File: config.mk
export PLATFORM = sky130hd
export DESIGN_NAME = timer_irq_source
export DESIGN_NICKNAME = d
export VERILOG_FILES = /design/src/rtl/timer_pkg.sv /design/src/rtl/timer_irq_source_tick_gen.sv /design/src/rtl/timer_irq_source.sv
export SDC_FILE = /design/constraint.sdc
export NUM_CORES = 1
export LEC_CHECK = 0
export ABC_CLOCK_PERIOD_IN_PS = 2510
export CAP_MARGIN = 10
export CORE_MARGIN = 2
export CORE_UTILIZATION = 46
export CTS_CLUSTER_DIAMETER = 40
export DETAILED_ROUTE_END_ITERATION = 8
export PLACE_DENSITY = 0.87
export SLEW_MARGIN = 30
export SYNTH_ARGS = -nofsm -noshare
export SYNTH_HDL_FRONTEND = slang
export SYNTH_SLANG_ARGS = --single-unit
File: constraint.sdc
create_clock -name clk -period 2.51 [get_ports clk]
set_input_delay 0.6275 -clock clk [delete_from_list [all_inputs] [get_ports clk]]
set_output_delay 0.6275 -clock clk [all_outputs]
set_load 0.02 [all_outputs]
File: src/rtl/timer_pkg.sv
// Shared definitions for the memory-mapped reload timer: register offsets,
// TCON bit positions, the default base address and the address decoder.
package timer_pkg;

  localparam logic [31:0] DEFAULT_BASE_ADDR = 32'h4000_0000;

  // Byte offsets of the registers inside the 16-byte window.
  localparam logic [3:0] TH_OFF   = 4'h0;
  localparam logic [3:0] TL_OFF   = 4'h4;
  localparam logic [3:0] TCON_OFF = 4'h8;

  // TCON bit positions as seen on the bus.
  localparam int EN_BIT     = 0;
  localparam int IE_BIT     = 1;
  localparam int STATUS_BIT = 2;
  localparam int MISSED_BIT = 3;

  // Which register (if any) an access selects.
  typedef enum logic [1:0] {
    REG_TH   = 2'b00,
    REG_TL   = 2'b01,
    REG_TCON = 2'b10,
    REG_NONE = 2'b11
  } reg_sel_e;

  // Packed so that the member order matches the TCON bit positions:
  // missed=[3], status=[2], ie=[1], en=[0].
  typedef struct packed {
    logic missed;
    logic status;
    logic ie;
    logic en;
  } tcon_t;

  // Map a byte address to a register select. Byte lanes are ignored and
  // offset 0xC inside the window is treated as a miss.
  function automatic reg_sel_e decode_addr(input logic [31:0] addr,
                                           input logic [31:0] base);
    reg_sel_e sel;
    sel = REG_NONE;
    if (addr[31:4] == base[31:4]) begin
      case ({addr[3:2], 2'b00})
        TH_OFF:   sel = REG_TH;
        TL_OFF:   sel = REG_TL;
        TCON_OFF: sel = REG_TCON;
        default:  sel = REG_NONE;
      endcase
    end
    return sel;
  endfunction

  // TCON as a 32-bit bus word; the upper bits always read 0.
  function automatic logic [31:0] tcon_word(input tcon_t t);
    return {28'd0, t};
  endfunction

endpackage

File: src/rtl/timer_irq_source_tick_gen.sv
// Counter prescaler: emits a one-cycle tick every PRESCALE enabled cycles.
// The phase counter is held at zero while disabled, so re-enabling always
// yields a full PRESCALE-cycle interval before the first tick.
module tick_gen #(
  parameter int PRESCALE = 1
) (
  input  logic clk,
  input  logic reset,
  input  logic en,
  output logic tick
);

  if (PRESCALE <= 1) begin : g_bypass
    // Every enabled cycle is a tick; no state needed.
    assign tick = en;

    logic unused_ports;
    assign unused_ports = clk ^ reset;
  end else begin : g_div
    localparam int CW = $clog2(PRESCALE);
    localparam logic [CW-1:0] LAST = CW'(PRESCALE - 1);

    logic [CW-1:0] cnt_q, cnt_d;

    // Next phase: clear while disabled, wrap after LAST, else advance.
    // NOTE: every always_comb output gets a default on entry so no path
    // leaves it unassigned, which would otherwise infer a latch.
    always_comb begin
      cnt_d = cnt_q;
      if (!en) begin
        cnt_d = '0;
      end else if (cnt_q == LAST) begin
        cnt_d = '0;
      end else begin
        cnt_d = cnt_q + 1'b1;
      end
    end

    // Phase register with synchronous reset.
    // NOTE: flops use non-blocking assignment so all registers sample the
    // pre-edge values; blocking here would create order-dependent races.
    always_ff @(posedge clk) begin
      if (reset) begin
        cnt_q <= '0;
      end else begin
        cnt_q <= cnt_d;
      end
    end

    assign tick = en && (cnt_q == LAST);
  end

endmodule

File: src/rtl/timer_irq_source.sv
// 32-bit reload timer on the data-memory bus. Counts up from TL on each
// prescaled tick, reloads from TH on overflow and raises IRQ (IE & STATUS)
// for the control unit. STATUS is acknowledged by write-1-to-clear; an
// overflow arriving while STATUS is still pending is recorded in MISSED.
module timer_irq_source
  import timer_pkg::*;
#(
  parameter logic [31:0] BASE_ADDR = DEFAULT_BASE_ADDR,
  parameter int          PRESCALE  = 1
) (
  input  logic        clk,
  input  logic        reset,
  input  logic [31:0] Address,
  input  logic        MemRead,
  input  logic        MemWrite,
  input  logic [31:0] WriteData,
  output logic [31:0] ReadData,
  output logic        IRQ
);

  // Architectural state.
  logic [31:0] th_q, th_d;
  logic [31:0] tl_q, tl_d;
  tcon_t       tcon_q, tcon_d;
  logic        irq_q, irq_d;

  // Decode and per-register write strobes.
  reg_sel_e sel;
  logic     wr_th, wr_tl, wr_tcon;
  logic     clr_status;

  assign sel        = decode_addr(Address, BASE_ADDR);
  assign wr_th      = MemWrite && (sel == REG_TH);
  assign wr_tl      = MemWrite && (sel == REG_TL);
  assign wr_tcon    = MemWrite && (sel == REG_TCON);
  assign clr_status = wr_tcon && WriteData[STATUS_BIT];

  // Reads have no side effects and byte lanes are ignored.
  logic unused_bus;
  assign unused_bus = ^{Address[1:0], MemRead};

  // Prescaled tick, running only while EN is set. A TCON write that clears
  // EN still sees this cycle's tick because the prescaler uses EN as held.
  logic tick;

  tick_gen #(
    .PRESCALE (PRESCALE)
  ) u_tick_gen (
    .clk   (clk),
    .reset (reset),
    .en    (tcon_q.en),
    .tick  (tick)
  );

  // Overflow happens on a tick at all-ones, unless a TL write in the same
  // cycle takes precedence, in which case the tick is discarded entirely.
  logic tl_max, ovf;
  assign tl_max = (tl_q == 32'hFFFF_FFFF);
  assign ovf    = tick && tl_max && !wr_tl;

  // TH is only changed by software.
  always_comb begin
    th_d = th_q;
    if (wr_th) begin
      th_d = WriteData;
    end
  end

  // TL: bus write wins over counting; reload uses the pre-edge TH so a TH
  // write coinciding with overflow takes effect on the next reload.
  always_comb begin
    tl_d = tl_q;
    if (wr_tl) begin
      tl_d = WriteData;
    end else if (tick) begin
      tl_d = tl_max ? th_q : tl_q + 32'd1;
    end
  end

  // TCON: software updates first, then the overflow event on top so a
  // simultaneous acknowledge can never swallow a new interrupt.
  always_comb begin
    tcon_d = tcon_q;
    if (wr_tcon) begin
      tcon_d.en = WriteData[EN_BIT];
      tcon_d.ie = WriteData[IE_BIT];
      if (WriteData[STATUS_BIT]) begin
        tcon_d.status = 1'b0;
      end
      if (WriteData[MISSED_BIT]) begin
        tcon_d.missed = 1'b0;
      end
    end
    if (ovf && tcon_q.ie) begin
      // Still pending and not being acknowledged: this one is lost.
      if (tcon_q.status && !clr_status) begin
        tcon_d.missed = 1'b1;
      end
      tcon_d.status = 1'b1;
    end
  end

  // IRQ is registered from the next-state bits so it is glitch-free and
  // changes on the same edge as STATUS/IE.
  always_comb begin
    irq_d = tcon_d.ie & tcon_d.status;
  end

  // State registers; a synchronous reset clears everything at once.
  always_ff @(posedge clk) begin
    if (reset) begin
      th_q   <= '0;
      tl_q   <= '0;
      tcon_q <= '0;
      irq_q  <= 1'b0;
    end else begin
      th_q   <= th_d;
      tl_q   <= tl_d;
      tcon_q <= tcon_d;
      irq_q  <= irq_d;
    end
  end

  // Combinational read mux, driven on any hit regardless of MemRead.
  always_comb begin
    ReadData = 32'd0;
    case (sel)
      REG_TH:   ReadData = th_q;
      REG_TL:   ReadData = tl_q;
      REG_TCON: ReadData = tcon_word(tcon_q);
      default:  ReadData = 32'd0;
    endcase
  end

  assign IRQ = irq_q;

endmodule

==> key figures <==
Logic synthesis
  • Ys async rst share: 0
  • Predominant post-synthesis flop cell: dfxtp_1
  • Mean post-synth cell area: 7.43 sq um
  • Synthesized area: 4290 sq um
  • Synth Register Bits: 69
  • Synth Warn #: 0
  • Syn nets: 646
  • Seq/Total Area, Yosys: 0.322
  • Distinct cells, synth: 60
  • Post-synth EDFFs: 0
  • Synth top area cells: dfxtp_1 (32%), mux2i_1 (9.1%), nand2_1 (8.8%)
  • Synth top area share: 0.322
  • Synth area leader: dfxtp_1
  • Gate count after technology mapping: 577

Global route
  • Initial antenna violation count: 0
  • Number of global-route vias before repair: 5182
  • Largest net degree at the start of global routing: 26
  • GRT Total Usage: 0.320
  • Congestion Overflow GR: 0
  • First-pass GRT wire length: 25800 um

Route
  • DR pass1 iterations: 8
  • DRC: 0
  • 1st-iter DRT viols: 439
  • WL final: 16800 um
  • Antenna-violating nets left: 0
  • Vias per cell: 6.25
  • DR WL/cell: 20.2 um
  • Via count: 5209

Floorplan
  • Full die area: 10100 sq um
  • Die height: 101 um
  • Ports: 101
  • Core area: 9150 sq um
  • Row cnt: 35
  • Die Wd: 101 um
  • Starting density of the core: 0.468

Power
  • Clock power frac: 0.459
  • Leak: 2.41 nW
  • Logic gate share of total power: 0.082
  • Power Density: 350 nW/um^2
  • Sequential share of power: 0.459
  • Sw Pwr: 0.565 mW
  • Switching Fraction: 0.237
  • Final Total Pwr: 2.38 mW
  • Int Pwr: 1.82 mW
  • Maximum VDD drop: 0.359 mV

Timing
  • Setup total negative slack: -6510 ps
  • Max Fclk: 368 MHz
  • Slew Limit Headroom: 0.676
  • Slew Viols, Final: 0
  • Hold Vio Cnt, Final: 0
  • Slack of the critical path: -205 ps
  • Unrepaired setup endpoints after global routing: yes
  • Setup Skew: 15.5 ps
  • Final Cycle Share: 1.08
  • Setup violations, final: 48
  • Fin crit period: 2710 ps
  • Slew @ Worst Pin: 482 ps

CTS
  • CTS buffer count: 9
  • # H-tree levels: 3
  • Clk slew on worst S/H paths: 80 ps
  • Max clock buf depth: 2
  • Worst skew pair latency: 370 ps
  • CTS tree: built
  • Clock root cell: clkbuf_8
  • Clock Sinks: 69

Placed design
  • Dpl hpwl: 10800 um
  • Post-place setup slack: -1000 ps
  • Placed cell areas: 6010 sq um
  • Gpl congestion: 0.943
  • Port Buffers: 97

Setup path
  • WS Path Type: input port to output port
  • Max incr delay on CP: 510 ps
  • Worst path required time: 1880 ps
  • Crit path DAT: 2090 ps
  • Slowest-stage cell, CP: or3_4
  • CP bufs+invs: 3
  • CP Capture Type: output port
  • CP top delay family: simple AND/OR/NAND/NOR gates
  • Critical Path Start Type: input port
  • Critical path cell sequence: buf_2 -> nor4b_4 -> nand3_2 -> or3_4 -> buf_16 -> nor2_4 -> buf_6
  • CP max FO: 5

Outcome
  • Failing checks: setup timing
  • Outcome: finished, violations left

Cells and area
  • # nets final: 786
  • Final-layout fill cell count: 627
  • Share of layout cells above drive strength 1: 0.346
  • Synthesis-to-layout area growth: 58.7%
  • Ant. Diodes: 0
  • Fin area: 6800 sq um

Hold path
  • Hold WC Path Type: flip-flop to flip-flop

Run
  • Max-Cap Viols: 0
through the flow:
step	hold slack, ps	util	cells
2_1_floorplan	444	-	577
3_3_place_gp	455	0.656	804
3_5_place_dp	468	0.656	804
4_1_cts	481	0.714	831
5_1_grt	508	0.743	833
6_report	473	0.743	833
area by class of cell:
type / instances / area, sq um / area share
Clock buffer: 11 / 151 / 0.0223
Clock inverter: 5 / 81.3 / 0.0120
Inverter: 9 / 33.8 / 0.00497
Multi-Input combinational cell: 457 / 3290 / 0.484
Sequential cell: 69 / 1380 / 0.203
Tap cell: 111 / 139 / 0.0204
Timing Repair Buffer: 171 / 1720 / 0.253
per-layer routing:
| layer | vias up | routed length (um) | track usage |
|---|---|---|---|
| met5 | - | 0 | 0 |
| met4 | 0 | 667 | 0.138 |
| met3 | 64 | 1470 | 0.0638 |
| met2 | 315 | 8370 | 0.542 |
| met1 | 2458 | 6340 | 0.394 |
| li1 | 2372 | - | - |
logic make-up (layout without fill, tap and decap cells):
kind of cell	after synthesis	in the layout	share of synthesized area
AOI/OAI and AO/OA	127	127	0.185
xor gates and xnor gates	9	9	0.0184
adders and majority gates	1	1	0.00292
buffers and inverters	51	196	0.0502
DFF	69	69	0.322
muxes	44	44	0.104
and+or+nand+nor	276	276	0.317
worst register-to-register path, stage by stage (launching register included):
cell     delay (ps)
dfxtp_1         450
ha_2            270
and4_1          250
nand4_2         230
buf_4           230
nor4_2          300
mux2i_1         130
or3_1           360
a21oi_1         130
registers in the layout, summed over array words and instances, names as in the netlist:
| name | flops |
|---|---|
| tcon_q | 4 |
| IRQ | 1 |
| tl_q | 32 |
| th_q | 32 |
Yosys cell counts (3+ instances only):
library cell	count
a21oi_1	65
mux2i_1	39
dfxtp_1	69
nor4_1	14
and3_1	10
or3_1	10
buf_2	10
a41oi_1	3
o211ai_1	8
xnor2_1	8
nand4_1	16
and4_1	7
mux2_2	5
nand2_1	100
nor2_1	70
inv_1	8
a31oi_1	5
nand3_1	12
o221ai_1	3
nor3_1	16
and2_1	5
a211oi_1	10
o21ai_0	10
o31ai_1	3
clkbuf_1	28
power by group through the flow:
stage / Combinational (mW) / Clock [mW] / Sequential [mW]
floorplan: 0.0505 / 0 / 1.12
global placement: 0.194 / 0 / 1.12
detailed placement: 0.198 / 0 / 1.12
CTS: 0.188 / 1.08 / 1.09
global route: 0.203 / 1.13 / 1.09
finish: 0.194 / 1.09 / 1.09
what timing repair did:
action | in CTS | in global routing
hold buffers | 0 | 0
cloned | 6 | 1
pin swaps | 19 | 49
setup buffers | 5 | 5
endpoints found under the setup margin | 64 | 71
gates resized for setup | 316 | 91
placed cells by master, fill, tap and decap left out, types with 11 or more instances in the layout:
cell and count:
nand4_1 16, clkbuf_8 11, nor2_4 31, nor2_1 39, clkdlybuf4s50_1 34, mux2i_1 38
buf_12 11, a21oi_2 21, nor3_1 15, buf_6 45, nand3_1 11, buf_2 12
nand2_4 19, nand2_1 80, buf_4 52, dfxtp_1 69, a21oi_1 44
worst paths after layout:
check / from / end / slack [ps] / cells after the start
setup / recovery: Address[5] / ReadData[30] / -200 / 7
hold / removal: th_q[7] / th_q[7] / 470 / 2
setup reg to reg: tl_q[1] / tl_q[28] / 100 / 8
hold reg to reg: th_q[7] / th_q[7] / 470 / 2
Power figures use the tool's default switching activity.
==> RTL change (config.mk and constraints unchanged) <==
Reset style: asynchronous (`reset`), changed in 2 clocked blocks. Comments in the files are not updated.
--- a/src/rtl/timer_irq_source_tick_gen.sv
+++ b/src/rtl/timer_irq_source_tick_gen.sv
@@ -40,5 +40,5 @@
     // NOTE: flops use non-blocking assignment so all registers sample the
     // pre-edge values; blocking here would create order-dependent races.
-    always_ff @(posedge clk) begin
+    always_ff @(posedge clk or posedge reset) begin
       if (reset) begin
         cnt_q <= '0;
--- a/src/rtl/timer_irq_source.sv
+++ b/src/rtl/timer_irq_source.sv
@@ -108,5 +108,5 @@
 
   // State registers; a synchronous reset clears everything at once.
-  always_ff @(posedge clk) begin
+  always_ff @(posedge clk or posedge reset) begin
     if (reset) begin
       th_q   <= '0;
Behaviour: differs if reset is asserted again (counterexample within 4 cycles, from zero or initial values and one cycle with reset high); with reset held inactive, the same outputs for 4 cycles.
==> RTL change against the unedited design <==
  * The run still ends with negative setup slack left
  * Wire length decreased by 21%
  * Sequential cell count unchanged
  * Register-to-register slack gained 0.06 ns
  * Count of clock-buffer cells in the layout is the same
  * Power is 4.4% lower
  * Non-clock buffer count shrank 25
  * Synthesized area grew 4.1%
  * Design area shrank 6.0%
  * Setup slack lost 0.0033 ns
==> RTL change: results <==
status:
  violations: "negative setup slack"
  status: "complete, but fails checks"
synthesis:
  synth-async-reset-ratio: 1.00
  synth_commonest_cells: "69 x dfrtp_1, 51 x nor2_1, 49 x nand2_1"
  synth.top_cells.by_area: "dfrtp_1 39%, mux2_2 8.6%, mux2i_1 7.9%"
  yosysSeqAreaShare: 0.387
drt:
  wl_met1_mm: 5.63
  dr.pass1.iters: 5
  wl_mm: 13.3
  drtIter0Drc: 285
  via_per_inst: 5.91
  avgRoutedWirePerCell_um: 18.1
setup_path:
  timing.rr.start: "tl_q[31]"
  rr_worst_depth: 7
  reg2reg_to: "tl_q[0]"
  crit_fanout: 7
worst_hold_path:
  hp-start: "tcon_q[3]"
  min_to: "tcon_q[3]"
timing:
  max-slew-margin-rel: 0.602
  timing.clock.skew_ns: 0.00706
  fin_ws_ns: -0.208
  setup_tns_ns: -4.78
  setup_viol_count_final: 28
layout:
  fin_nets: 669
  drive_above_1_share: 0.352
place:
  placed_area_um2: 6060
  dp_slack_ns: -1.18
  gp_congestion: 0.865
pwr:
  power_frac_comb: 0.094
  p_switching_uw: 563
  pwr_density_cell_nw_per_um2: 356
global_route:
  grt_pass1_vias: 4406
==> RTL change: cell count changes after synthesis, moves of 9 or more <==
| cell | change |
|---|---|
| o21ai_0 | +12 |
| mux2_2 | +29 |
| nand4_1 | -9 |
| clkbuf_1 | -15 |
| nand2_1 | -51 |
| dfrtp_1 | +69 |
| a31oi_1 | +13 |
| nor2_1 | -19 |
| dfxtp_1 | -69 |
| a21oi_1 | -54 |
==> RTL change: layout make-up <==
class                      instances  area (um2)  share of cell area
clock buffer                      11         141              0.0221
multi-input combinational        368        2880               0.451
timing repair buffer             146        1400               0.219
clock inverter                     5        58.8             0.00920
sequential                        69        1730               0.270
inverter                           6        22.5             0.00352
tap                              129         161              0.0252
==> RTL change: worst max-delay path, cell delays in order <==
cell and delay (ns):
buf_6 0.09, nor4_4 0.29, nand2_2 0.12, nor3_4 0.20, or2b_4 0.35, buf_12 0.17
nor2_4 0.11, buf_6 0.12
==> RTL change: logic make-up (layout without fill, tap and decap cells) <==
family,after synthesis,after routing,share of synthesized area
adders and majority gates,1,1,0.00280
muxes,69,69,0.164
and+or+nand+nor,197,197,0.248
DFF,69,69,0.387
buffers and inverters,37,168,0.0449
xor gates and xnor gates,9,9,0.0177
AOI/OAI and AO/OA,92,92,0.135
==> RTL change: worst max path at each step <==
stage	end	depth (start not counted)	slack, ns	from
global placement	ReadData[31]	8	-1.10	Address[23]
detailed placement	ReadData[15]	8	-1.18	Address[31]
CTS	ReadData[5]	9	-0.31	Address[20]
floorplan	ReadData[10]	7	-0.08	Address[31]
finish	ReadData[26]	8	-0.21	Address[14]
global route	ReadData[26]	8	-0.27	Address[13]
==> RTL change: routing by layer <==
metal,global-route usage,vias to the layer above
met1,0.342,2110
met2,0.428,188
met5,0,-
met4,0.114,0
met3,0.0390,36
li1,-,2005
